### config.mk
export PLATFORM = sky130hd
export DESIGN_NAME = button_event_decoder_flat
export DESIGN_NICKNAME = d
export VERILOG_FILES = /design/src/rtl/button_event_decoder_if.sv /design/src/rtl/button_event_decoder.sv /design/src/flat_wrapper.sv
export SDC_FILE = /design/constraint.sdc
export NUM_CORES = 1
export LEC_CHECK = 0
export CORE_ASPECT_RATIO = 1.1
export CORE_MARGIN = 3
export CORE_UTILIZATION = 54
export CTS_BUF_LIST = sky130_fd_sc_hd__clkbuf_8
export CTS_CLUSTER_DIAMETER = 100
export DETAILED_ROUTE_END_ITERATION = 8
export GPL_ROUTABILITY_DRIVEN = 1
export PLACE_DENSITY = 0.78
export RECOVER_POWER = 25
export SYNTH_ARGS = -nofsm -noshare
export SYNTH_HDL_FRONTEND = slang
export SYNTH_SLANG_ARGS = --single-unit
### constraint.sdc
create_clock -name clk_1M -period 2.3 [get_ports clk_1M]
set_input_delay 0.46 -clock clk_1M [delete_from_list [all_inputs] [get_ports clk_1M]]
set_output_delay 0.46 -clock clk_1M [all_outputs]
set_load 0.02 [all_outputs]
### src/rtl/button_event_decoder_if.sv
// Button event decoder port bundle: debounced button level in, event strobes, busy flag and count out.
interface button_event_decoder_if;
   logic       btn_db;
   logic       single_press;
   logic       double_press;
   logic       busy;
   logic [7:0] evt_count;

   modport master (
      output btn_db,
      input  single_press,
      input  double_press,
      input  busy,
      input  evt_count
   );

   modport slave (
      input  btn_db,
      output single_press,
      output double_press,
      output busy,
      output evt_count
   );
endinterface

### src/rtl/button_event_decoder.sv
// Decodes debounced press edges into single/double press strobes using a
// programmable double-press window, and keeps a wrapping event count.
module button_event_decoder #(
   parameter logic [21:0] DBL_WINDOW = 22'd400000
) (
   input  logic                  clk_1M,
   input  logic                  rst,
   button_event_decoder_if.slave bus
);

   typedef enum logic {
      S_IDLE,
      S_WAIT
   } state_t;

   state_t      state, state_nxt;
   logic [21:0] timer, timer_nxt;
   logic        prev;
   logic        single_q, double_q;
   logic        single_nxt, double_nxt;
   logic [7:0]  evt_count_q;
   logic        press;

   assign press = bus.btn_db & ~prev;

   // NOTE: every output of this block gets a default first, so no path can infer a latch.
   always_comb begin
      state_nxt  = state;
      timer_nxt  = timer;
      single_nxt = 1'b0;
      double_nxt = 1'b0;
      case (state)
         S_IDLE: begin
            if (press) begin
               timer_nxt = DBL_WINDOW;
               state_nxt = S_WAIT;
            end
         end
         S_WAIT: begin
            // A press on the last window cycle still counts as a double.
            if (press) begin
               double_nxt = 1'b1;
               state_nxt  = S_IDLE;
            end else if (timer == 22'd1) begin
               single_nxt = 1'b1;
               state_nxt  = S_IDLE;
            end else begin
               timer_nxt = timer - 22'd1;
            end
         end
         default: state_nxt = S_IDLE;
      endcase
   end

   // NOTE: state registers use non-blocking assignments so every flop samples pre-edge values.
   always_ff @(posedge clk_1M) begin
      if (rst) begin
         state       <= S_IDLE;
         timer       <= '0;
         prev        <= 1'b1;  // a button held through reset is not a press
         single_q    <= 1'b0;
         double_q    <= 1'b0;
         evt_count_q <= '0;
      end else begin
         state    <= state_nxt;
         timer    <= timer_nxt;
         prev     <= bus.btn_db;
         single_q <= single_nxt;
         double_q <= double_nxt;
         if (single_nxt || double_nxt) begin
            evt_count_q <= evt_count_q + 8'd1;
         end
      end
   end

   assign bus.single_press = single_q;
   assign bus.double_press = double_q;
   assign bus.busy         = (state == S_WAIT);
   assign bus.evt_count    = evt_count_q;

endmodule

### src/flat_wrapper.sv
// flat-port wrapper written by rule: the top's interface ports become plain ports
module button_event_decoder_flat 
#(
   parameter logic [21:0] DBL_WINDOW = 22'd400000
)
  (clk_1M, rst, bus_btn_db, bus_single_press, bus_double_press, bus_busy, bus_evt_count);
  button_event_decoder_if bus_i ();
  input  logic clk_1M;
  input  logic rst;
  input wire logic [$bits(bus_i.btn_db)-1:0] bus_btn_db;
  output wire logic [$bits(bus_i.single_press)-1:0] bus_single_press;
  output wire logic [$bits(bus_i.double_press)-1:0] bus_double_press;
  output wire logic [$bits(bus_i.busy)-1:0] bus_busy;
  output wire logic [$bits(bus_i.evt_count)-1:0] bus_evt_count;
  assign bus_i.btn_db = bus_btn_db;
  assign bus_single_press = bus_i.single_press;
  assign bus_double_press = bus_i.double_press;
  assign bus_busy = bus_i.busy;
  assign bus_evt_count = bus_i.evt_count;
  button_event_decoder #(.DBL_WINDOW(DBL_WINDOW)) u_core (.clk_1M(clk_1M), .rst(rst), .bus(bus_i));
endmodule
Yosys cells after proc, flatten, opt, wreduce, memory -nomap -nowiden
Cells that the tools add are included.
{"block": "totals", "out_inout_bits": 11, "regBits": 34, "inputBits": 3, "word_cells": 29}
{"block": "classes", "n_eq_ne": 4, "bitwise": 3, "n_addsub": 2, "reduce_logical": 2, "mux": 12}
{"operator": "two-way mux 22 bit", "n": 3}
{"operator": "one-hot mux 22 bit (2 select lines)", "n": 1}
{"operator": "== test 22 x 1 -> 1 bit, second input constant", "n": 1}
{"operator": "subtractor 22 x 1 -> 22 bit, second input constant", "n": 1}
{"operator": "adder 8 x 1 -> 8 bit, second input constant", "n": 1}
{"operator": "two-way mux 1 bit", "n": 7}
{"operator": "!= test 2 bit, second input constant", "n": 2}
{"operator": "AND reduction 3 bit", "n": 1}
{"operator": "!= test 2 x 1 -> 1 bit, second input constant", "n": 1}
{"operator": "NOT 1 bit", "n": 2}
{"operator": "one-hot mux 1 bit (2 select lines)", "n": 1}
{"operator": "bitwise AND 1 bit", "n": 1}
{"operator": "logical OR 1 bit", "n": 1}

Depth between registers and ports, before layout
{"block": "depth", "ltp_word": 5, "ltp_mapped": 9, "ltp_nobuf": 7}

Worst setup path before layout
Ideal clock, no wire load.
{"block": "synth_path", "kind": "register -> register", "from": "reg u_core.timer[5]", "to": "reg u_core.timer[14]", "setup_slack_ns": -0.199, "period_less_slack_ns": 2.499, "required_time_ns": 2.230, "arrival_time_ns": 2.429, "path_stages_with_launch": 7, "setup_ns": 0.070, "n_path_buf": 1, "cell_sequence": "dfxtp_1 -> or4_4 -> or4_4 -> buf_6 -> or4_4 -> or3_1 -> a21oi_1"}
{"block": "synth_between", "elab_chain_cells": 4, "word_cells_on_any_way": 7, "classes_between": "add/sub: 1; eq/ne: 2; mux: 3; reduce/logical: 1"}
{"element": "start: declaration", "line": "button_event_decoder.sv:17", "text": "logic [21:0] timer, timer_nxt;"}
{"element": "start signal: assignment", "line": "button_event_decoder.sv:66", "text": "timer <= timer_nxt;"}
{"element": "subtractor 22 x 1 -> 22 bit", "line": "button_event_decoder.sv:48", "text": "timer_nxt = timer - 22'd1;"}
{"element": "two-way mux 22 bit", "line": "button_event_decoder.sv:44", "text": "end else if (timer == 22'd1) begin"}
{"element": "two-way mux 22 bit", "line": "button_event_decoder.sv:41", "text": "if (press) begin"}
{"element": "one-hot mux 22 bit (2 select lines)", "line": "button_event_decoder.sv:32", "text": "case (state)"}
Several ways; a longest one is shown, not always the timed one. The select of a mux whose other input is x is not followed.
A chain may end at the register's enable or synchronous reset.

Final worst setup path
{"block": "layout_path", "from": "reg u_core.timer[8]", "to": "reg u_core.timer[14]"}
Same word-level chain as after synthesis.

==> impl_metrics.json <==
{
  "grt_pass1_vias": 1508,
  "antenna_found_initial": 0,
  "rows": 20,
  "route.detailed.drc": 0,
  "grt_pass1_wl_mm": 7.02,
  "io_pins": 14,
  "syn_to_final_growth_pct": 23.8,
  "dp_hpwl_mm": 2.94,
  "max_freq_mhz": 422,
  "fin_setup_tns_ps": -134,
  "setup_violations": 3,
  "path_clk_slew_ps": 60,
  "start_util": 0.591,
  "vias": 1615,
  "wirelength_mm": 4.16,
  "violations": "setup timing",
  "grt-busiest-layer": "met2",
  "worst_slack_ps": -67.4,
  "first_iter_violations": 107,
  "die_w_um": 59.5,
  "met1_usage": 0.294,
  "synth-seq-cells": 34,
  "cts_hold_buf": 0,
  "final_cell_count_no_fill": 257,
  "coreArea_sq_um": 2880,
  "maxCapViolCount": 0,
  "cp-start-kind": "register",
  "grt_max_degree": 20,
  "place_inst": 247,
  "vdd_drop_max_v": 0.000682,
  "crit_type": "reg2reg",
  "fin_crit_sh": 1.03,
  "cts_tree": "yes",
  "synth_fp_nets": 201,
  "crit_required_ps": 2520,
  "hold_violations": 0,
  "syn-cell-area_sq_um": 1700,
  "avgSynthCellArea_sq_um": 8.73,
  "crit_path_end_kind": "register",
  "synthCells": 195,
  "clock_path_buffers": 2,
  "min_path_type": "reg2reg",
  "via_per_inst": 6.28,
  "status": "finished, violations left",
  "mostFrequentLayoutCells": "dfxtp_1, buf_4, nor2_1",
  "worstSkewPairLatency_ps": 290,
  "cts_max_level": 2,
  "gp_congestion": 0.891,
  "power_density_nw_per_um2": 701,
  "cts_buffers": 5,
  "finalNetCount": 229,
  "track_usage": 0.238,
  "final_layout_size_suffix_gt1_frac": 0.228,
  "yosys_warnings": 0,
  "finalMaxSlewViolations": 0,
  "ant_nets": 0,
  "overflow": 0,
  "die_y_um": 64.9,
  "die-area_sq_um": 3860,
  "portBuffers": 13,
  "grt_setup_unrepaired": "yes",
  "reg2reg_slack_ps": -70,
  "n_fill_cell": 215,
  "period_needed_ps": 2370,
  "tightest_slew_ps": 601,
  "cts-root-buf": "clkbuf_8",
  "first_pass_iters": 4,
  "synthDistinctLibCells": 39,
  "skew_ps": 4.52,
  "grt_util_met2": 0.391,
  "ys_seq_area_frac": 0.400,
  "post_drt_wl_per_cell_um": 16.2,
  "power.leakage_nw": 0.774,
  "cp.arrival_ps": 2590,
  "antenna_cells": 0,
  "final_common_cell": "dfxtp_1",
  "critPathMaxFanout": 5,
  "grt.met3_usage": 0.0677,
  "cts.sinks": 34,
  "relSlewSlack": 0.589
}
## metal layers
layer | routed length [um] | vias up
met5 | 0 | -
met4 | 81 | 0
met3 | 168 | 8
met2 | 2100 | 38
met1 | 1810 | 784
li1 | - | 785
## sequential cells by signal, indices dropped and copies added (netlist names)
signal and flops:
u_core.bus.busy 1, u_core.timer 22, u_core.bus.evt_count 8, u_core.bus.double_press 1, u_core.prev 1, u_core.bus.single_press 1
## worst paths after layout
| kind | from | end | cells past startpoint |
|---|---|---|---|
| max | u_core.timer[8] | u_core.timer[14] | 5 |
| min | u_core.timer[4] | u_core.timer[4] | 2 |
| max reg2reg | u_core.timer[8] | u_core.timer[14] | 5 |
| min reg2reg | u_core.timer[4] | u_core.timer[4] | 2 |
## critical path: stages, from the launching register on
cell and delay (ps):
dfxtp_2 330, or4_4 540, or4_4 470, or4_4 480, or3_4 350, a21oi_2 130
## power by group
part	switching, mW	internal [mW]	total, mW
registers	0.0323	0.617	0.649
logic	0.155	0.144	0.299
clock network	0.210	0.318	0.528
total	0.398	1.08	1.48
## repair_timing
action,CTS,global route
cloned,0,0
buffers inserted,1,1
gates resized for setup,5,5
endpoints found under the setup margin,8,14
pin swaps,2,1
## per-stage QoR
stage	util	hold slack (ps)	setup slack, ps	cell area, sq um	total power [mW]
2_1_floorplan	-	448	-92.5	1700	0.839
3_3_place_gp	0.675	459	-38.3	1940	0.916
3_5_place_dp	0.675	470	-104	1940	0.928
6_report	0.732	478	-67.4	2110	1.48
5_1_grt	0.732	504	-105	2110	1.55
4_1_cts	0.722	480	-31.7	2080	1.47
## synth_stat cells
| library cell | number | area share |
|---|---|---|
| mux2_2 | 6 | 0.040 |
| clkbuf_1 | 8 | 0.018 |
| or3_1 | 8 | 0.029 |
| inv_1 | 3 | 0.0066 |
| o21ai_0 | 6 | 0.018 |
| or2_0 | 1 | 0.0037 |
| nor4b_1 | 1 | 0.0051 |
| xnor2_1 | 4 | 0.021 |
| o211ai_1 | 5 | 0.022 |
| nand4b_1 | 2 | 0.010 |
| a21oi_1 | 16 | 0.047 |
| ha_1 | 3 | 0.022 |
| and2_1 | 1 | 0.0037 |
| buf_6 | 2 | 0.013 |
| o2111ai_1 | 4 | 0.021 |
| nor3b_1 | 2 | 0.0088 |
| or4_1 | 3 | 0.013 |
| nor4_1 | 7 | 0.026 |
| nand2_1 | 14 | 0.031 |
| nor2b_1 | 2 | 0.0074 |
| o41ai_1 | 2 | 0.010 |
| a31oi_1 | 1 | 0.0037 |
| nand3_1 | 5 | 0.015 |
| or2_2 | 3 | 0.011 |
| nor2_1 | 17 | 0.037 |
| dfxtp_1 | 34 | 0.40 |
| o31ai_1 | 5 | 0.022 |
| xor2_1 | 3 | 0.015 |
| or4_4 | 3 | 0.020 |
| or3_2 | 2 | 0.0088 |
| and4b_1 | 1 | 0.0059 |
| a21boi_1 | 1 | 0.0044 |
| nand4_1 | 5 | 0.018 |
| a2111oi_0 | 2 | 0.010 |
| and3_1 | 2 | 0.0074 |
| mux2i_1 | 2 | 0.012 |
| nand2b_1 | 6 | 0.022 |
| nor3_1 | 2 | 0.0059 |
| or4_2 | 1 | 0.0051 |
## kinds of logic after synthesis
group / share of synthesized area
compound gates: 0.158
buf+inv: 0.0375
xor+xnor: 0.0360
simple gates: 0.295
fa+ha+maj: 0.0221
mux: 0.0515
flops: 0.400
## area by class of cell
class / instances / area, sq um / area share
Multi-Input combinational cell: 148 / 997 / 0.473
Clock inverter: 3 / 40.0 / 0.0190
Timing Repair Buffer: 31 / 265 / 0.126
Sequential cell: 34 / 683 / 0.324
Clock buffer: 5 / 68.8 / 0.0327
Inverter: 3 / 11.3 / 0.00534
Tap cell: 33 / 41.3 / 0.0196
(Power assumes the default switching activity.)
